## config.mk

```make
export PLATFORM = sky130hd
export DESIGN_NAME = ps2_scancode_decoder
export DESIGN_NICKNAME = d
export VERILOG_FILES = /design/src/rtl/ps2_pkg.sv /design/src/rtl/ps2_evt_fifo.sv /design/src/rtl/ps2_scancode_decoder.sv
export SDC_FILE = /design/constraint.sdc
export NUM_CORES = 1
export LEC_CHECK = 0
export ABC_AREA = 1
export CORE_UTILIZATION = 55
export CTS_CLUSTER_DIAMETER = 150
export CTS_CLUSTER_SIZE = 14
export DETAILED_ROUTE_END_ITERATION = 12
export HOLD_SLACK_MARGIN = 0.12
export PLACE_DENSITY = 0.72
export SETUP_SLACK_MARGIN = 0.02
export SYNTH_ARGS = -nofsm -noshare
export SYNTH_HDL_FRONTEND = slang
export SYNTH_SLANG_ARGS = --single-unit
```

## constraint.sdc

```tcl
create_clock -name Bus2IP_Clk -period 7.15 [get_ports Bus2IP_Clk]
set_clock_uncertainty 0.1 [all_clocks]
set_input_delay 1.43 -clock Bus2IP_Clk [delete_from_list [all_inputs] [get_ports Bus2IP_Clk]]
set_output_delay 1.43 -clock Bus2IP_Clk [all_outputs]
set_load 0.1 [all_outputs]
```

## src/rtl/ps2_pkg.sv

```systemverilog
// Shared constants, event layout and decoder state type for the PS/2 scan-code decoder.
// Contents: prefix bytes, device response codes, event field positions,
// decoder FSM state enum, pause-sequence skip length and small helpers.
package ps2_pkg;

  localparam int unsigned EVT_W       = 10;
  localparam int unsigned EVT_BRK_BIT = 9;
  localparam int unsigned EVT_EXT_BIT = 8;
  localparam int unsigned SKIP_W      = 3;

  localparam logic [7:0] PFX_EXT   = 8'hE0;
  localparam logic [7:0] PFX_BRK   = 8'hF0;
  localparam logic [7:0] PFX_PAUSE = 8'hE1;

  // Bytes after the initial 0xE1 of the pause sequence minus the final one.
  localparam logic [SKIP_W-1:0] PAUSE_SKIP = 3'd6;

  typedef enum logic [2:0] {
    ST_IDLE,
    ST_EXT,
    ST_BRK,
    ST_EXT_BRK,
    ST_PAUSE
  } dec_state_e;

  // Device response bytes: ack, BAT ok, echo, errors, resend.
  function automatic logic is_resp(logic [7:0] b);
    case (b)
      8'h00, 8'hAA, 8'hEE, 8'hFA, 8'hFC, 8'hFE, 8'hFF: return 1'b1;
      default: return 1'b0;
    endcase
  endfunction

  function automatic logic [EVT_W-1:0] mk_evt(logic brk, logic ext, logic [7:0] code);
    return {brk, ext, code};
  endfunction

endpackage

```

## src/rtl/ps2_evt_fifo.sv

```systemverilog
// First-word fall-through event FIFO with synchronous flush.
// Ports: clk, rst (async high), flush, push/din, pop/dout, full, empty,
// count (0..DEPTH), drop (pulse: push refused because full with no pop).
module ps2_evt_fifo #(
  parameter int unsigned WIDTH = 10,
  parameter int unsigned DEPTH = 16,
  localparam int unsigned AW = $clog2(DEPTH),
  localparam int unsigned CW = $clog2(DEPTH + 1)
) (
  input  logic             clk,
  input  logic             rst,
  input  logic             flush,
  input  logic             push,
  input  logic [WIDTH-1:0] din,
  input  logic             pop,
  output logic [WIDTH-1:0] dout,
  output logic             full,
  output logic             empty,
  output logic [CW-1:0]    count,
  output logic             drop
);

  logic [WIDTH-1:0] mem [DEPTH];
  logic [AW-1:0]    rd_ptr;
  logic [AW-1:0]    wr_ptr;
  logic             do_pop;
  logic             do_push;

  assign full    = (count == CW'(DEPTH));
  assign empty   = (count == '0);
  assign do_pop  = pop && !empty && !flush;
  // A pop in the same cycle frees the slot, so a full FIFO still accepts.
  assign do_push = push && (!full || do_pop) && !flush;
  assign drop    = push && full && !do_pop && !flush;
  assign dout    = mem[rd_ptr];

  // Pointer, occupancy and storage update; flush wins over push/pop.
  always_ff @(posedge clk or posedge rst) begin
    if (rst) begin
      rd_ptr <= '0;
      wr_ptr <= '0;
      count  <= '0;
      for (int i = 0; i < int'(DEPTH); i++) mem[i] <= '0;
    end else if (flush) begin
      rd_ptr <= '0;
      wr_ptr <= '0;
      count  <= '0;
    end else begin
      if (do_push) begin
        mem[wr_ptr] <= din;
        wr_ptr      <= wr_ptr + AW'(1);
      end
      if (do_pop) rd_ptr <= rd_ptr + AW'(1);
      if (do_push && !do_pop)      count <= count + CW'(1);
      else if (do_pop && !do_push) count <= count - CW'(1);
    end
  end

endmodule

```

## src/rtl/ps2_scancode_decoder.sv

```systemverilog
// PS/2 scan-code decoder: turns received set-2 bytes into make/break events
// ({break, extended, code}) queued in an event FIFO, and latches device responses.
// Ports: Bus2IP_Clk, reset (async high), flush, received_data/_en byte input,
// evt_pop/evt_valid/evt_data/evt_count FIFO head, overflow (sticky) + overflow_clr,
// resp_valid/resp_data last response byte.
// Build option: define PS2_REPEAT_FILTER_EN to suppress typematic repeat makes
// with a 512-entry pressed-key bitmap indexed {extended, code}.
module ps2_scancode_decoder
  import ps2_pkg::*;
#(
  parameter int unsigned FIFO_DEPTH = 16
) (
  input  logic       Bus2IP_Clk,
  input  logic       reset,
  input  logic       flush,
  input  logic [7:0] received_data,
  input  logic       received_data_en,
  input  logic       evt_pop,
  output logic       evt_valid,
  output logic [9:0] evt_data,
  output logic [6:0] evt_count,
  output logic       overflow,
  input  logic       overflow_clr,
  output logic       resp_valid,
  output logic [7:0] resp_data
);

  localparam int unsigned CW = $clog2(FIFO_DEPTH + 1);

  dec_state_e        state_q, state_d;
  logic [SKIP_W-1:0] skip_q, skip_d;
  logic              push_raw;
  logic              push;
  logic [EVT_W-1:0]  push_word;
  logic              resp_hit;
  logic              fifo_empty;
  logic              fifo_full;
  logic              fifo_drop;
  logic [CW-1:0]     fifo_count;

  // Decoder state register.
  always_ff @(posedge Bus2IP_Clk or posedge reset) begin
    if (reset) begin
      state_q <= ST_IDLE;
      skip_q  <= '0;
    end else if (flush) begin
      state_q <= ST_IDLE;
      skip_q  <= '0;
    end else begin
      state_q <= state_d;
      skip_q  <= skip_d;
    end
  end

  // Next-state and event generation; only a byte strobe advances the FSM.
  always_comb begin
    state_d   = state_q;
    skip_d    = skip_q;
    push_raw  = 1'b0;
    push_word = '0;
    resp_hit  = 1'b0;
    if (received_data_en) begin
      unique case (state_q)
        ST_IDLE: begin
          if (received_data == PFX_EXT) begin
            state_d = ST_EXT;
          end else if (received_data == PFX_BRK) begin
            state_d = ST_BRK;
          end else if (received_data == PFX_PAUSE) begin
            state_d = ST_PAUSE;
            skip_d  = PAUSE_SKIP;
          end else if (is_resp(received_data)) begin
            resp_hit = 1'b1;
          end else begin
            push_raw  = 1'b1;
            push_word = mk_evt(1'b0, 1'b0, received_data);
          end
        end
        ST_EXT: begin
          if (received_data == PFX_BRK) begin
            state_d = ST_EXT_BRK;
          end else begin
            push_raw  = 1'b1;
            push_word = mk_evt(1'b0, 1'b1, received_data);
            state_d   = ST_IDLE;
          end
        end
        ST_BRK: begin
          push_raw  = 1'b1;
          push_word = mk_evt(1'b1, 1'b0, received_data);
          state_d   = ST_IDLE;
        end
        ST_EXT_BRK: begin
          push_raw  = 1'b1;
          push_word = mk_evt(1'b1, 1'b1, received_data);
          state_d   = ST_IDLE;
        end
        ST_PAUSE: begin
          // Pause bytes are swallowed whole; the last one emits the pause event.
          if (skip_q == '0) begin
            push_raw  = 1'b1;
            push_word = mk_evt(1'b0, 1'b1, PFX_PAUSE);
            state_d   = ST_IDLE;
          end else begin
            skip_d = skip_q - SKIP_W'(1);
          end
        end
        default: state_d = ST_IDLE;
      endcase
    end
  end

`ifdef PS2_REPEAT_FILTER_EN
  logic [511:0] pressed_q;
  logic [8:0]   key_idx;
  logic         is_pause;
  logic         is_brk;

  assign key_idx  = {push_word[EVT_EXT_BIT], push_word[7:0]};
  assign is_pause = (state_q == ST_PAUSE);
  assign is_brk   = push_word[EVT_BRK_BIT];
  assign push     = push_raw && (is_pause || is_brk || !pressed_q[key_idx]);

  // Pressed-key bitmap: make marks a key, break releases it.
  always_ff @(posedge Bus2IP_Clk or posedge reset) begin
    if (reset) begin
      pressed_q <= '0;
    end else if (flush) begin
      pressed_q <= '0;
    end else if (push_raw && !is_pause) begin
      pressed_q[key_idx] <= !is_brk;
    end
  end
`else
  assign push = push_raw;
`endif

  ps2_evt_fifo #(
    .WIDTH (EVT_W),
    .DEPTH (FIFO_DEPTH)
  ) u_fifo (
    .clk   (Bus2IP_Clk),
    .rst   (reset),
    .flush (flush),
    .push  (push),
    .din   (push_word),
    .pop   (evt_pop),
    .dout  (evt_data),
    .full  (fifo_full),
    .empty (fifo_empty),
    .count (fifo_count),
    .drop  (fifo_drop)
  );

  assign evt_valid = !fifo_empty;
  assign evt_count = 7'(fifo_count);

  // Sticky overflow; a new drop outranks a same-cycle clear.
  always_ff @(posedge Bus2IP_Clk or posedge reset) begin
    if (reset)             overflow <= 1'b0;
    else if (flush)        overflow <= 1'b0;
    else if (fifo_drop)    overflow <= 1'b1;
    else if (overflow_clr) overflow <= 1'b0;
  end

  // Last device response byte.
  always_ff @(posedge Bus2IP_Clk or posedge reset) begin
    if (reset) begin
      resp_valid <= 1'b0;
      resp_data  <= '0;
    end else if (flush) begin
      resp_valid <= 1'b0;
      resp_data  <= '0;
    end else if (resp_hit) begin
      resp_valid <= 1'b1;
      resp_data  <= received_data;
    end
  end

  logic unused_full;
  assign unused_full = fifo_full;

endmodule

```

==> impl_results.html, run 1 <==
<table>
<tr><th>Metric</th><th>Value</th></tr>
<tr><th colspan="2">Power</th></tr>
<tr><td>Leakage power summed over all cells</td><td>5.15 nW</td></tr>
<tr><td>Clk pwr share</td><td>0.272</td></tr>
<tr><td>Combinational share of power</td><td>0.373</td></tr>
<tr><td>Final Total Pwr</td><td>3.56 mW</td></tr>
<tr><td>Highest ir drop seen on vdd</td><td>0.347 mV</td></tr>
<tr><td>Switching power total</td><td>1.52 mW</td></tr>
<tr><td>Switching part of the total power</td><td>0.426</td></tr>
<tr><td>Internal portion of total power</td><td>2.04 mW</td></tr>
<tr><td>Pwr/cell area</td><td>341 nW/um^2</td></tr>
<tr><td>Sequential share of power</td><td>0.354</td></tr>
<tr><th colspan="2">Floorplan</th></tr>
<tr><td>Core Footprint</td><td>16600 um^2</td></tr>
<tr><td>Vertical extent of the die</td><td>132 um</td></tr>
<tr><td>Top-level I/O count</td><td>42</td></tr>
<tr><td>Floorplan die area</td><td>17500 um^2</td></tr>
<tr><td>Die Width</td><td>132 um</td></tr>
<tr><td>Starting density of the core</td><td>0.564</td></tr>
<tr><td>Number of core rows</td><td>47</td></tr>
<tr><th colspan="2">Yosys</th></tr>
<tr><td>Largest family of logic cells by synthesized area</td><td>simple AND/OR/NAND/NOR gates</td></tr>
<tr><td>Adder and majority gate portion of the synthesized area</td><td>0.0168</td></tr>
<tr><td>Post-synthesis register bit count</td><td>189</td></tr>
<tr><td>Part of the Yosys area used for sequential elements</td><td>0.505</td></tr>
<tr><td>Total standard cell area after synthesis</td><td>9360 um^2</td></tr>
<tr><td>Share of synthesized cell area in and, or, nand and nor gates</td><td>0.247</td></tr>
<tr><td>Post-synthesis compound-gate area fraction</td><td>0.150</td></tr>
<tr><td>Share of flip-flops with an asynchronous set or reset</td><td>1.00</td></tr>
<tr><td>Fraction of synthesized cell area in xor and xnor cells</td><td>0.00374</td></tr>
<tr><td>Post-Syn Area per Cell</td><td>7.74 um^2</td></tr>
<tr><td>Commonest cells in the synthesized netlist</td><td>420 x nand2_1, 189 x dfrtp_1, 148 x o21ai_0</td></tr>
<tr><td>Synth Warn #</td><td>0</td></tr>
<tr><td>Yosys top cell area share</td><td>0.505</td></tr>
<tr><td>Most common cell in the netlist</td><td>nand2_1</td></tr>
<tr><td>Top cell type by total area after synthesis</td><td>dfrtp_1</td></tr>
<tr><td>Ranking of synthesized cells by area</td><td>dfrtp_1 51%, nand2_1 17%, o21ai_0 7.9%, inv_1 3.7%, a21oi_1 2.9%</td></tr>
<tr><td>Post-synthesis mux area share</td><td>0</td></tr>
<tr><td>Number of cells produced by synthesis</td><td>1209</td></tr>
<tr><td>Number of synthesized flops with an enable pin</td><td>0</td></tr>
<tr><td>Most frequently used flop master after synthesis</td><td>dfrtp_1</td></tr>
<tr><td>Count of unique library cells instantiated by Yosys</td><td>35</td></tr>
<tr><th colspan="2">Worst setup path</th></tr>
<tr><td>Data arrival time of the worst path</td><td>3820 ps</td></tr>
<tr><td>Largest stage delay, worst path</td><td>1150 ps</td></tr>
<tr><td>Highest net fanout along the worst path</td><td>15</td></tr>
<tr><td>Slowest CP cell</td><td>clkdlybuf4s50_1</td></tr>
<tr><td>Reg-to-Reg End</td><td>u_fifo.count[4]</td></tr>
<tr><td>Worst setup path startpoint</td><td>u_fifo.rd_ptr[2]</td></tr>
<tr><td>Length in cells of the worst reg-to-reg path</td><td>15</td></tr>
<tr><td>Type of element launching the critical path</td><td>flop</td></tr>
<tr><td>Worst reg-to-reg setup slack</td><td>4050 ps</td></tr>
<tr><td>Category of the worst setup path capture point</td><td>output pin</td></tr>
<tr><td>Data required time of the worst path</td><td>5620 ps</td></tr>
<tr><td>Worst r2r src</td><td>u_fifo.count[0]</td></tr>
<tr><td>Endpoint of the most critical setup path</td><td>evt_data[4]</td></tr>
<tr><td>Critical Path, Cell by Cell</td><td>inv_1, nor2_1, inv_1, a21oi_1, a221oi_1, o21ai_0, nand2_1, clkdlybuf4s50_1</td></tr>
<tr><td>Critical path's most frequent cell</td><td>inv_1</td></tr>
<tr><td>Path type of the worst setup path</td><td>flop to output pin</td></tr>
<tr><th colspan="2">Worst hold path</th></tr>
<tr><td>Hold path startpoint</td><td>u_fifo.mem[77]</td></tr>
<tr><td>Class of the worst hold path</td><td>flop to flop</td></tr>
<tr><th colspan="2">Placed design</th></tr>
<tr><td>Detail Placement HPWL</td><td>16900 um</td></tr>
<tr><td>Buffers added on ports</td><td>39</td></tr>
<tr><td>Worst slack after detailed placement</td><td>2340 ps</td></tr>
<tr><td>Post-Place Cell Area</td><td>9840 um^2</td></tr>
<tr><td>Placer's final routability congestion estimate</td><td>0.926</td></tr>
<tr><td>Placed cell count</td><td>1417</td></tr>
<tr><th colspan="2">CTS</th></tr>
<tr><td>Post-CTS Setup Inserts</td><td>0</td></tr>
<tr><td>Source-to-sink clock delay at the later pin of the worst-skew pair</td><td>440 ps</td></tr>
<tr><td>Cts-stage hold buffer count</td><td>0</td></tr>
<tr><td>CTS tree</td><td>yes</td></tr>
<tr><td>Clock Pin Slew Worst Setup and Hold Paths</td><td>70 ps</td></tr>
<tr><td>Maximum clock insertion buffer count</td><td>2</td></tr>
<tr><td>Clock sink count</td><td>189</td></tr>
<tr><td>Num CTS Buffers</td><td>17</td></tr>
<tr><td>Number of levels in the clock H-tree</td><td>4</td></tr>
<tr><td>Post-cts resize count</td><td>0</td></tr>
<tr><td>Clock Root Buffer</td><td>clkbuf_16</td></tr>
<tr><th colspan="2">Timing</th></tr>
<tr><td>Final critical-path setup slack</td><td>1800 ps</td></tr>
<tr><td>Peak Freq</td><td>187 MHz</td></tr>
<tr><td>Normalized max-slew margin</td><td>0.281</td></tr>
<tr><td>Tcrit/Tclk final</td><td>0.749</td></tr>
<tr><td>Final hold violation count</td><td>0</td></tr>
<tr><td>Period minus WS final</td><td>5350 ps</td></tr>
<tr><td>Summed negative setup slack over all endpoints</td><td>0 ps</td></tr>
<tr><td>Setup-violating endpoint count in the final report</td><td>0</td></tr>
<tr><td>Setup repair after global routing missed its margin</td><td>false</td></tr>
<tr><td>Final count of pins violating max slew</td><td>0</td></tr>
<tr><td>Transition time of the tightest slew-check pin</td><td>1080 ps</td></tr>
<tr><th colspan="2">Route</th></tr>
<tr><td>Vias after detailed routing</td><td>8163</td></tr>
<tr><td>Iteration-0 DRC Markers</td><td>708</td></tr>
<tr><td>Via-to-Cell Ratio</td><td>5.64</td></tr>
<tr><td>Final ANT Viol Nets</td><td>0</td></tr>
<tr><td>DRT Pass-1 Iters</td><td>5</td></tr>
<tr><td>Total wire length after detailed routing</td><td>25600 um</td></tr>
<tr><td>Post-DR wirelength/cell</td><td>17.7 um</td></tr>
<tr><td>Post-detailed-route DRC marker count</td><td>0</td></tr>
<tr><th colspan="2">Global route</th></tr>
<tr><td>Largest net degree at the start of global routing</td><td>131</td></tr>
<tr><td>Antenna violations before repair</td><td>0</td></tr>
<tr><td>Wire length of the first global-routing pass</td><td>41400 um</td></tr>
<tr><td>GRT Util Overall</td><td>0.308</td></tr>
<tr><td>Overflow after GRT</td><td>0</td></tr>
<tr><td>Number of global-route vias before repair</td><td>7747</td></tr>
<tr><th colspan="2">Flow run</th></tr>
<tr><td>Count of maximum capacitance violations</td><td>0</td></tr>
<tr><th colspan="2">Finish</th></tr>
<tr><td>Fraction of layout cells with a size suffix above 1</td><td>0.0758</td></tr>
<tr><td># nets final</td><td>1242</td></tr>
<tr><td>Area growth from synthesis to final layout</td><td>11.5%</td></tr>
<tr><td>Number of cells in the finished layout apart from fillers</td><td>1447</td></tr>
<tr><td>Post-route cell area</td><td>10400 um^2</td></tr>
<tr><td>N_diodes</td><td>0</td></tr>
<tr><th colspan="2">Outcome</th></tr>
<tr><td>Status</td><td>complete, no violations</td></tr>
</table>
-- state kept, by name, indices dropped and copies added, names as in the netlist --
name	cells
u_fifo.count	5
overflow	1
skip_q	3
u_fifo.wr_ptr	4
u_fifo.rd_ptr	4
resp_valid	1
resp_data	8
u_fifo.mem	160
state_q	3
-- area by class of cell --
cell class	instances	area [um^2]
clock buffers	20	447
clock inverters	10	141
fillers	1470	6150
inverters	116	443
multi-input cells	844	3930
flip-flops and latches	189	4730
well taps	220	275
repair buffers	48	458
-- per-layer routing --
metal | GRT usage | wire length, um | up-vias | part of all wire
met4 | 0.150 | 973 | 0 | 0.038
met1 | 0.414 | 11100 | 3920 | 0.43
li1 | - | - | 3880 | -
met2 | 0.473 | 11800 | 293 | 0.46
met3 | 0.0697 | 1770 | 70 | 0.069
met5 | 0 | 0 | - | 0
-- cell usage in the layout (no fill, tap or decap), drive strengths merged --
cell type	instances
nand2	439
dfrtp	189
o21ai	171
inv	117
nor2	69
a21oi	55
nand3	41
clkdlybuf4s50	39
clkbuf	20
o2111ai	16
ha	11
nand4	10
buf	9
o211ai	7
nor3	6
clkinvlp	5
xor2	4
o22ai	3
bufinv	3
a221oi	2
o221ai	2
conb	2
nand3b	1
a31oi	1
or2	1
a32o	1
a22o	1
fa	1
clkinv	1
-- how the worst min path moves through the flow --
| stage | slack, ps | end | cells past startpoint |
|---|---|---|---|
| 2_1_floorplan | 340 | u_fifo.mem[151] | 2 |
| 3_3_place_gp | 360 | u_fifo.mem[72] | 2 |
| 3_5_place_dp | 360 | u_fifo.mem[78] | 2 |
| 4_1_cts | 380 | u_fifo.mem[78] | 2 |
| 5_1_grt | 390 | u_fifo.mem[71] | 2 |
| 6_report | 380 | u_fifo.mem[77] | 2 |
-- critical path, delay by kind of cell, from the launching register on --
| kind | cells | cell delay (ps) |
|---|---|---|
| buffers and inverters | 3 | 2030 |
| AOI/OAI and AO/OA | 3 | 450 |
| and+or+nand+nor | 2 | 390 |
| DFF | 1 | 520 |
-- cells by family (layout without fill, tap and decap cells) --
logic type | count (synthesis) | after routing
xor gates and xnor gates | 4 | 4
other | 1 | 2
buffers and inverters | 177 | 194
and+or+nand+nor | 567 | 567
AOI/OAI and AO/OA | 259 | 259
DFF | 189 | 189
adders and majority gates | 12 | 12
-- per-stage QoR --
step,util,hold slack [ps]
after floorplan,-,344
after global placement,0.593,356
after detailed placement,0.593,360
after CTS,0.629,378
after global routing,0.629,393
final,0.629,381
-- power groups by stage --
stage	clock (mW)	sequential, mW	combinational, mW
after floorplan	0	1.31	0.942
after global placement	0	1.28	1.31
after detailed placement	0	1.28	1.32
after CTS	0.973	1.26	1.33
after global routing	1.01	1.27	1.42
final	0.970	1.26	1.33
No activity file was read; power rests on OpenSTA's default activity.
==> run 2, diff against run 1 <==
==> constraint.sdc (replaced) <==
create_clock -name Bus2IP_Clk -period 5.5 [get_ports Bus2IP_Clk]
set_clock_uncertainty 0.1 [all_clocks]
set_input_delay 1.1 -clock Bus2IP_Clk [delete_from_list [all_inputs] [get_ports Bus2IP_Clk]]
set_output_delay 1.1 -clock Bus2IP_Clk [all_outputs]
set_load 0.1 [all_outputs]
==> run 2 against run 1 <==
Sequential cell count did not move. Combinational power rose by 35%. Largest cell class unchanged. Sequential share of layout area fell by 0.22 points. Routed wire length fell by 2.7%. Critical endpoint is now evt_data[2].
==> impl_results.html, run 2 (synthesis results as in run 1) <==
<table>
<tr><th>Metric</th><th>Value</th></tr>
<tr><th colspan="2">Outcome</th></tr>
<tr><td>Status</td><td>complete, no violations (unchanged)</td></tr>
<tr><th colspan="2">Worst setup path</th></tr>
<tr><td>Largest delay contributor family on the critical path</td><td>buffers and inverters (unchanged)</td></tr>
<tr><td>Reg-to-Reg End</td><td>u_fifo.count[4] (unchanged)</td></tr>
<tr><td>Category of the worst setup path capture point</td><td>output pin (unchanged)</td></tr>
<tr><td>Data required time of the worst path</td><td>4300 ps (was 5620 ps)</td></tr>
<tr><td>Data arrival time of the worst path</td><td>3690 ps (was 3820 ps)</td></tr>
<tr><td>Largest stage delay, worst path</td><td>1140 ps (was 1150 ps)</td></tr>
<tr><td>Critical Path, Cell by Cell</td><td>inv_1, nor2_1, buf_4, inv_1, a21oi_1, nand2_1, o2111ai_1, nand2_1, clkdlybuf4s50_1 (was inv_1, nor2_1, inv_1, a21oi_1, a221oi_1, o21ai_0, nand2_1, clkdlybuf4s50_1)</td></tr>
<tr><td>Length in cells of the worst reg-to-reg path</td><td>15 (unchanged)</td></tr>
<tr><td>Count of buffering cells on the critical path with inverters included</td><td>4 (was 3)</td></tr>
<tr><td>Worst r2r src</td><td>u_fifo.count[0] (unchanged)</td></tr>
<tr><td>Path type of the worst setup path</td><td>flop to output pin (unchanged)</td></tr>
<tr><td>Highest net fanout along the worst path</td><td>15 (unchanged)</td></tr>
<tr><td>Slowest CP cell</td><td>clkdlybuf4s50_1 (unchanged)</td></tr>
<tr><td>Type of element launching the critical path</td><td>flop (unchanged)</td></tr>
<tr><td>Worst reg-to-reg setup slack</td><td>2470 ps (was 4050 ps)</td></tr>
<tr><th colspan="2">Route</th></tr>
<tr><td>Final ANT Viol Nets</td><td>0 (unchanged)</td></tr>
<tr><td>Total wire length after detailed routing</td><td>24900 um (was 25600 um)</td></tr>
<tr><td>DRT Pass-1 Iters</td><td>6 (was 5)</td></tr>
<tr><td>Vias after detailed routing</td><td>8105 (was 8163)</td></tr>
<tr><td>Iteration-0 DRC Markers</td><td>929 (was 708)</td></tr>
<tr><td>Post-DR wirelength/cell</td><td>17.2 um (was 17.7 um)</td></tr>
<tr><td>Post-detailed-route DRC marker count</td><td>0 (unchanged)</td></tr>
<tr><td>Via-to-Cell Ratio</td><td>5.58 (was 5.64)</td></tr>
<tr><th colspan="2">Finish</th></tr>
<tr><td>Post-route cell area</td><td>10500 um^2 (was 10400 um^2)</td></tr>
<tr><td>Max FFs per register</td><td>160 (unchanged)</td></tr>
<tr><td>Filler Cells Inserted</td><td>1451 (was 1470)</td></tr>
<tr><td>Top Registers</td><td>u_fifo.mem: 160 flops, resp_data: 8 flops, u_fifo.count: 5 flops (unchanged)</td></tr>
<tr><td>Area growth from synthesis to final layout</td><td>12.0% (was 11.5%)</td></tr>
<tr><td>Top reg by flops</td><td>u_fifo.mem (unchanged)</td></tr>
<tr><td>Commonest cells after routing, fill and taps aside</td><td>420 x nand2_1, 188 x dfrtp_1, 148 x o21ai_0 (unchanged)</td></tr>
<tr><td>Fraction of layout cells with a size suffix above 1</td><td>0.0876 (was 0.0758)</td></tr>
<tr><td>N_diodes</td><td>0 (unchanged)</td></tr>
<tr><td># nets final</td><td>1246 (was 1242)</td></tr>
<tr><td>Most frequent standard cell in the layout excluding fill and tap cells</td><td>nand2_1 (unchanged)</td></tr>
<tr><th colspan="2">Global route</th></tr>
<tr><td>Number of global-route vias before repair</td><td>7567 (was 7747)</td></tr>
<tr><td>Largest net degree at the start of global routing</td><td>114 (was 131)</td></tr>
<tr><td>Antenna violations before repair</td><td>0 (unchanged)</td></tr>
<tr><td>Wire length of the first global-routing pass</td><td>40600 um (was 41400 um)</td></tr>
<tr><td>GRT Util Overall</td><td>0.300 (was 0.308)</td></tr>
<tr><td>Overflow after GRT</td><td>0 (unchanged)</td></tr>
<tr><th colspan="2">Timing</th></tr>
<tr><td>Transition time of the tightest slew-check pin</td><td>1150 ps (was 1080 ps)</td></tr>
<tr><td>Setup-violating endpoint count in the final report</td><td>0 (unchanged)</td></tr>
<tr><td>Final count of pins violating max slew</td><td>0 (unchanged)</td></tr>
<tr><td>Fin Hold WS</td><td>375 ps (was 381 ps)</td></tr>
<tr><td>Final hold violation count</td><td>0 (unchanged)</td></tr>
<tr><td>Summed negative setup slack over all endpoints</td><td>0 ps (unchanged)</td></tr>
<tr><td>Peak Freq</td><td>204 MHz</td></tr>
<tr><td>Setup repair after global routing missed its margin</td><td>false (unchanged)</td></tr>
<tr><td>Period minus WS final</td><td>4890 ps</td></tr>
<tr><td>Tcrit/Tclk final</td><td>0.889</td></tr>
<tr><td>Normalized max-slew margin</td><td>0.230 (was 0.281)</td></tr>
<tr><th colspan="2">Power</th></tr>
<tr><td>Sequential share of power</td><td>0.344 (was 0.354)</td></tr>
<tr><td>Pwr/cell area</td><td>443 nW/um^2 (was 341 nW/um^2)</td></tr>
<tr><td>Clk pwr share</td><td>0.268 (was 0.272)</td></tr>
<tr><td>Switching power total</td><td>2.01 mW (was 1.52 mW)</td></tr>
<tr><td>Leakage power summed over all cells</td><td>5.20 nW (was 5.15 nW)</td></tr>
<tr><td>Internal portion of total power</td><td>2.63 mW (was 2.04 mW)</td></tr>
<tr><td>Highest ir drop seen on vdd</td><td>0.456 mV (was 0.347 mV)</td></tr>
<tr><td>Combinational share of power</td><td>0.388 (was 0.373)</td></tr>
<tr><td>Final Total Pwr</td><td>4.64 mW (was 3.56 mW)</td></tr>
<tr><td>Switching part of the total power</td><td>0.433 (was 0.426)</td></tr>
<tr><th colspan="2">CTS</th></tr>
<tr><td>Clock sink count</td><td>189 (unchanged)</td></tr>
<tr><td>Maximum clock insertion buffer count</td><td>2 (unchanged)</td></tr>
<tr><td>Clock Pin Slew Worst Setup and Hold Paths</td><td>70 ps (about the same)</td></tr>
<tr><td>Num CTS Buffers</td><td>17 (unchanged)</td></tr>
<tr><td>Clock Root Buffer</td><td>clkbuf_16 (unchanged)</td></tr>
<tr><td>Post-CTS Setup Inserts</td><td>0 (unchanged)</td></tr>
<tr><td>Number of levels in the clock H-tree</td><td>4 (unchanged)</td></tr>
<tr><td>CTS tree</td><td>yes (unchanged)</td></tr>
<tr><td>Source-to-sink clock delay at the later pin of the worst-skew pair</td><td>440 ps (about the same)</td></tr>
<tr><td>Post-cts resize count</td><td>0 (unchanged)</td></tr>
<tr><td>Cts-stage hold buffer count</td><td>0 (unchanged)</td></tr>
<tr><th colspan="2">Floorplan</th></tr>
<tr><td>Floorplan die area</td><td>17500 um^2 (unchanged)</td></tr>
<tr><td>Number of core rows</td><td>47 (unchanged)</td></tr>
<tr><td>Core Footprint</td><td>16600 um^2 (unchanged)</td></tr>
<tr><td>Top-level I/O count</td><td>42 (unchanged)</td></tr>
<tr><td>Starting density of the core</td><td>0.564 (unchanged)</td></tr>
<tr><td>Die Width</td><td>132 um (unchanged)</td></tr>
<tr><td>Vertical extent of the die</td><td>132 um (unchanged)</td></tr>
<tr><th colspan="2">Worst hold path</th></tr>
<tr><td>Cell depth of the worst hold path</td><td>2 (unchanged)</td></tr>
<tr><td>Hold path startpoint</td><td>u_fifo.mem[155] (was u_fifo.mem[77])</td></tr>
<tr><td>Endpoint, Worst Hold</td><td>u_fifo.mem[155] (was u_fifo.mem[77])</td></tr>
<tr><td>Class of the worst hold path</td><td>flop to flop (unchanged)</td></tr>
<tr><th colspan="2">Flow run</th></tr>
<tr><td>Count of maximum capacitance violations</td><td>0 (unchanged)</td></tr>
<tr><th colspan="2">Placed design</th></tr>
<tr><td>Post-Place Cell Area</td><td>9890 um^2 (was 9840 um^2)</td></tr>
<tr><td>Buffers added on ports</td><td>39 (unchanged)</td></tr>
<tr><td>Placer's final routability congestion estimate</td><td>0.874 (was 0.926)</td></tr>
<tr><td>Detail Placement HPWL</td><td>16400 um (was 16900 um)</td></tr>
</table>
run 2: worst reg2reg max path, cell delays in order (launching register included):
cell	delay (ps)
dfrtp_1	440
inv_1	110
nand4_1	120
nand2_1	150
nor2_1	200
inv_1	110
nand2_1	180
nand4_1	330
fa_1	520
nand3_1	100
nand2_1	70
xor2_1	120
inv_1	70
xor2_1	170
nand2_1	90
nand2_1	50
run 2: cell type report:
class,instances,area (um^2),area share
multi-input combinational,844,3930,0.375
inverter,116,439,0.0419
clock inverter,13,141,0.0135
timing repair buffer,52,510,0.0487
clock buffer,19,453,0.0432
sequential,189,4730,0.452
tap,220,275,0.0263
run 2: how the worst max path moves through the flow:
stage | from | endpoint | slack, ps | cells after the start
4_1_cts | u_fifo.rd_ptr[2] | evt_data[3] | 630 | 9
5_1_grt | u_fifo.rd_ptr[2] | evt_data[3] | 480 | 9
2_1_floorplan | u_fifo.count[0] | u_fifo.count[4] | 1350 | 15
3_3_place_gp | u_fifo.rd_ptr[2] | evt_data[3] | 1170 | 9
6_report | u_fifo.rd_ptr[2] | evt_data[2] | 610 | 9
3_5_place_dp | u_fifo.rd_ptr[2] | evt_data[3] | 1120 | 9
run 2: through the flow:
stage / setup WS, ps / cells / utilization
after floorplan: 1350 / 1210 / -
after global placement: 1170 / 1421 / 0.596
after detailed placement: 1120 / 1421 / 0.596
after CTS: 632 / 1453 / 0.632
after global routing: 478 / 1453 / 0.632
final: 608 / 1453 / 0.632
run 2: metal layers:
layer,GRT usage,share of wire,vias to the layer above
met5,0,0,-
met4,0.0913,0.019,0
met3,0.0479,0.061,37
met2,0.471,0.47,270
met1,0.430,0.45,3897
li1,-,-,3901
run 2: power groups by stage:
stage	clock network (mW)	logic [mW]	registers [mW]
2_1_floorplan	0	1.23	1.71
3_3_place_gp	0	1.77	1.62
3_5_place_dp	0	1.78	1.62
4_1_cts	1.25	1.79	1.60
5_1_grt	1.31	1.92	1.61
6_report	1.25	1.80	1.60
==> run 3, diff against run 2 <==
--- a/config.mk
+++ b/config.mk
@@ -11,7 +11,7 @@
 export CTS_CLUSTER_SIZE = 14
 export DETAILED_ROUTE_END_ITERATION = 12
 export HOLD_SLACK_MARGIN = 0.12
-export PLACE_DENSITY = 0.72
+export PLACE_DENSITY_LB_ADDON = 0.12
 export SETUP_SLACK_MARGIN = 0.02
 export SYNTH_ARGS = -nofsm -noshare
 export SYNTH_HDL_FRONTEND = slang
==> run 3 against run 2 <==
Register-to-register slack better by 70 ps. Total power is 2.1% higher. Clock power is 14% higher. Worst setup slack better by 430 ps. First-iteration DRC count is 15% lower. Routed wire length is 4.1% lower. Sequential share of layout area is 0.16 points lower. Cell count hardly changed. Count of clock-buffer cells in the layout is 1 lower. Sequential power is 2% higher. Combinational power is 7% lower. Largest cell class unchanged. Highest routed layer unchanged.
==> impl_results.html, run 3 (synthesis results as in run 1) <==
<table>
<tr><th>Metric</th><th>Value</th></tr>
<tr><th colspan="2">Worst setup path</th></tr>
<tr><td>Highest net fanout along the worst path</td><td>15 (unchanged)</td></tr>
<tr><td>Worst reg-to-reg setup slack</td><td>2540 ps (was 2470 ps)</td></tr>
<tr><td>Largest delay contributor family on the critical path</td><td>buffers and inverters (unchanged)</td></tr>
<tr><td>Data arrival time of the worst path</td><td>3270 ps (was 3690 ps)</td></tr>
<tr><td>Critical path's most frequent cell</td><td>inv_1</td></tr>
<tr><td>Slowest CP cell</td><td>dfrtp_1 (was clkdlybuf4s50_1)</td></tr>
<tr><td>Type of element launching the critical path</td><td>flop (unchanged)</td></tr>
<tr><td>Count of buffering cells on the critical path with inverters included</td><td>3 (was 4)</td></tr>
<tr><td>Largest stage delay, worst path</td><td>580 ps (was 1140 ps)</td></tr>
<tr><td>Critical Path, Cell by Cell</td><td>inv_1, nor2_1, inv_1, a21oi_1, a221oi_1, o21ai_0, nand2_1, buf_4 (was inv_1, nor2_1, buf_4, inv_1, a21oi_1, nand2_1, o2111ai_1, nand2_1, clkdlybuf4s50_1)</td></tr>
<tr><td>Path type of the worst setup path</td><td>flop to output pin (unchanged)</td></tr>
<tr><td>Category of the worst setup path capture point</td><td>output pin (unchanged)</td></tr>
<tr><td>Data required time of the worst path</td><td>4300 ps (about the same)</td></tr>
<tr><th colspan="2">Flow run</th></tr>
<tr><td>Count of maximum capacitance violations</td><td>0 (unchanged)</td></tr>
<tr><th colspan="2">CTS</th></tr>
<tr><td>Source-to-sink clock delay at the later pin of the worst-skew pair</td><td>440 ps (about the same)</td></tr>
<tr><td>Maximum clock insertion buffer count</td><td>2 (unchanged)</td></tr>
<tr><td>Cts-stage hold buffer count</td><td>0 (unchanged)</td></tr>
<tr><td>Clock Pin Slew Worst Setup and Hold Paths</td><td>70 ps (about the same)</td></tr>
<tr><td>Post-cts resize count</td><td>0 (unchanged)</td></tr>
<tr><td>Clock sink count</td><td>189 (unchanged)</td></tr>
<tr><td>Post-CTS Setup Inserts</td><td>0 (unchanged)</td></tr>
<tr><td>Num CTS Buffers</td><td>17 (unchanged)</td></tr>
<tr><td>Clock Root Buffer</td><td>clkbuf_16 (unchanged)</td></tr>
<tr><td>CTS tree</td><td>yes (unchanged)</td></tr>
<tr><td>Number of levels in the clock H-tree</td><td>4 (unchanged)</td></tr>
<tr><th colspan="2">Placed design</th></tr>
<tr><td>Placer's final routability congestion estimate</td><td>0.895 (was 0.874)</td></tr>
<tr><td>Buffers added on ports</td><td>39 (unchanged)</td></tr>
<tr><td>Detail Placement HPWL</td><td>15800 um (was 16400 um)</td></tr>
<tr><td>Placed cell count</td><td>1420 (was 1421)</td></tr>
<tr><th colspan="2">Route</th></tr>
<tr><td>DRT Pass-1 Iters</td><td>7 (was 6)</td></tr>
<tr><td>Final ANT Viol Nets</td><td>0 (unchanged)</td></tr>
<tr><td>Post-DR wirelength/cell</td><td>16.5 um (was 17.2 um)</td></tr>
<tr><td>Total wire length after detailed routing</td><td>23900 um (was 24900 um)</td></tr>
<tr><td>Iteration-0 DRC Markers</td><td>792 (was 929)</td></tr>
<tr><td>Vias after detailed routing</td><td>8025 (was 8105)</td></tr>
<tr><td>Post-detailed-route DRC marker count</td><td>0 (unchanged)</td></tr>
<tr><td>Via-to-Cell Ratio</td><td>5.53 (was 5.58)</td></tr>
<tr><th colspan="2">Floorplan</th></tr>
<tr><td>Number of core rows</td><td>47 (unchanged)</td></tr>
<tr><td>Starting density of the core</td><td>0.564 (unchanged)</td></tr>
<tr><td>Die Width</td><td>132 um (unchanged)</td></tr>
<tr><td>Core Footprint</td><td>16600 um^2 (unchanged)</td></tr>
<tr><td>Top-level I/O count</td><td>42 (unchanged)</td></tr>
<tr><td>Vertical extent of the die</td><td>132 um (unchanged)</td></tr>
<tr><td>Floorplan die area</td><td>17500 um^2 (unchanged)</td></tr>
<tr><th colspan="2">Timing</th></tr>
<tr><td>Summed negative setup slack over all endpoints</td><td>0 ps (unchanged)</td></tr>
<tr><td>Tcrit/Tclk final</td><td>0.812 (was 0.889)</td></tr>
<tr><td>Final hold violation count</td><td>0 (unchanged)</td></tr>
<tr><td>Fin Hold WS</td><td>377 ps (was 375 ps)</td></tr>
<tr><td>Setup repair after global routing missed its margin</td><td>false (unchanged)</td></tr>
<tr><td>Normalized max-slew margin</td><td>0.348 (was 0.230)</td></tr>
<tr><td>Transition time of the tightest slew-check pin</td><td>976 ps (was 1150 ps)</td></tr>
<tr><td>Setup-violating endpoint count in the final report</td><td>0 (unchanged)</td></tr>
<tr><td>Peak Freq</td><td>224 MHz (was 204 MHz)</td></tr>
<tr><td>Final count of pins violating max slew</td><td>0 (unchanged)</td></tr>
<tr><td>Period minus WS final</td><td>4470 ps (was 4890 ps)</td></tr>
<tr><th colspan="2">Finish</th></tr>
<tr><td>Multi-input gate area</td><td>3930 um^2 (about the same)</td></tr>
<tr><td>Area growth from synthesis to final layout</td><td>12.4% (was 12.0%)</td></tr>
<tr><td>FF/Latch Area</td><td>4730 um^2 (unchanged)</td></tr>
<tr><td>Number of cells in the finished layout apart from fillers</td><td>1452 (was 1453)</td></tr>
<tr><td>Filler Cells Inserted</td><td>1459 (was 1451)</td></tr>
<tr><td>Most frequent standard cell in the layout excluding fill and tap cells</td><td>nand2_1 (unchanged)</td></tr>
<tr><td>Top reg by flops</td><td>u_fifo.mem (unchanged)</td></tr>
<tr><td># nets final</td><td>1245 (was 1246)</td></tr>
<tr><td>N_diodes</td><td>0 (unchanged)</td></tr>
<tr><td>Top Registers</td><td>u_fifo.mem: 160 flops, resp_data: 8 flops, u_fifo.count: 5 flops (unchanged)</td></tr>
<tr><td>Commonest cells after routing, fill and taps aside</td><td>420 x nand2_1, 188 x dfrtp_1, 148 x o21ai_0 (unchanged)</td></tr>
<tr><td>Fraction of layout cells with a size suffix above 1</td><td>0.0893 (was 0.0876)</td></tr>
<tr><td>Max FFs per register</td><td>160 (unchanged)</td></tr>
<tr><th colspan="2">Outcome</th></tr>
<tr><td>Status</td><td>complete, no violations (unchanged)</td></tr>
<tr><th colspan="2">Power</th></tr>
<tr><td>Pwr/cell area</td><td>450 nW/um^2 (was 443 nW/um^2)</td></tr>
<tr><td>Leakage power summed over all cells</td><td>5.23 nW (was 5.20 nW)</td></tr>
<tr><td>Final Total Pwr</td><td>4.74 mW (was 4.64 mW)</td></tr>
<tr><td>Highest ir drop seen on vdd</td><td>0.546 mV (was 0.456 mV)</td></tr>
<tr><th colspan="2">Global route</th></tr>
<tr><td>Overflow after GRT</td><td>0 (unchanged)</td></tr>
<tr><td>Number of global-route vias before repair</td><td>7586 (was 7567)</td></tr>
<tr><td>GRT Util Overall</td><td>0.291 (was 0.300)</td></tr>
<tr><td>Largest net degree at the start of global routing</td><td>124 (was 114)</td></tr>
<tr><td>Wire length of the first global-routing pass</td><td>39700 um (was 40600 um)</td></tr>
<tr><td>Antenna violations before repair</td><td>0 (unchanged)</td></tr>
<tr><th colspan="2">Worst hold path</th></tr>
<tr><td>Class of the worst hold path</td><td>flop to flop (unchanged)</td></tr>
</table>
-- run 3: cell count changes in the layout (fill, tap and decap cells not counted), sizes merged --
cell and delta:
inv +1, bufinv +4, clkdlybuf4s50 -4, clkinv -2, buf +3, clkbuf -1
clkinvlp -2
-- run 3: metal layers --
layer	vias up	track usage	routed length (um)
met5	-	0	0
met4	0	0.0843	363
met3	29	0.0556	1450
met2	252	0.461	11100
met1	3848	0.410	11000
li1	3896	-	-
-- run 3: path summary, 6_finish.rpt --
kind,cells after the start,start,to
worst min-delay path,2,u_fifo.mem[157],u_fifo.mem[157]
max in group asynchronous,3,reset,u_fifo.rd_ptr[0]
worst min register to register,2,u_fifo.mem[157],u_fifo.mem[157]
min in group asynchronous,2,reset,u_fifo.mem[142]
worst max-delay path,8,u_fifo.rd_ptr[2],evt_data[4]
worst max register to register,15,u_fifo.count[1],u_fifo.count[4]
-- run 3: power breakdown --
part | switching, mW | internal (mW)
combinational | 1.29 | 0.396
clock | 0.549 | 0.867
sequential | 0.121 | 1.52
-- run 3: layout make-up --
cell class                 instances  share of cell area
tap                              220              0.0262
clock buffer                      18              0.0418
inverter                         116              0.0418
clock inverter                    14              0.0226
multi-input combinational        844               0.373
sequential                       189               0.450
timing repair buffer              51              0.0445
-- run 3: worst min-delay path: cells and delay by family, from the launching register on --
kind,cells,cell delay (ps)
simple gates,2,100
flops,1,340
-- run 3: metrics by stage --
step / worst slack (ps) / utilization / instance area [um^2]
2_1_floorplan: 1350 / - / 9370
3_3_place_gp: 1520 / 0.593 / 9840
3_5_place_dp: 1450 / 0.593 / 9840
4_1_cts: 1050 / 0.634 / 10500
5_1_grt: 750 / 0.634 / 10500
6_report: 1030 / 0.634 / 10500
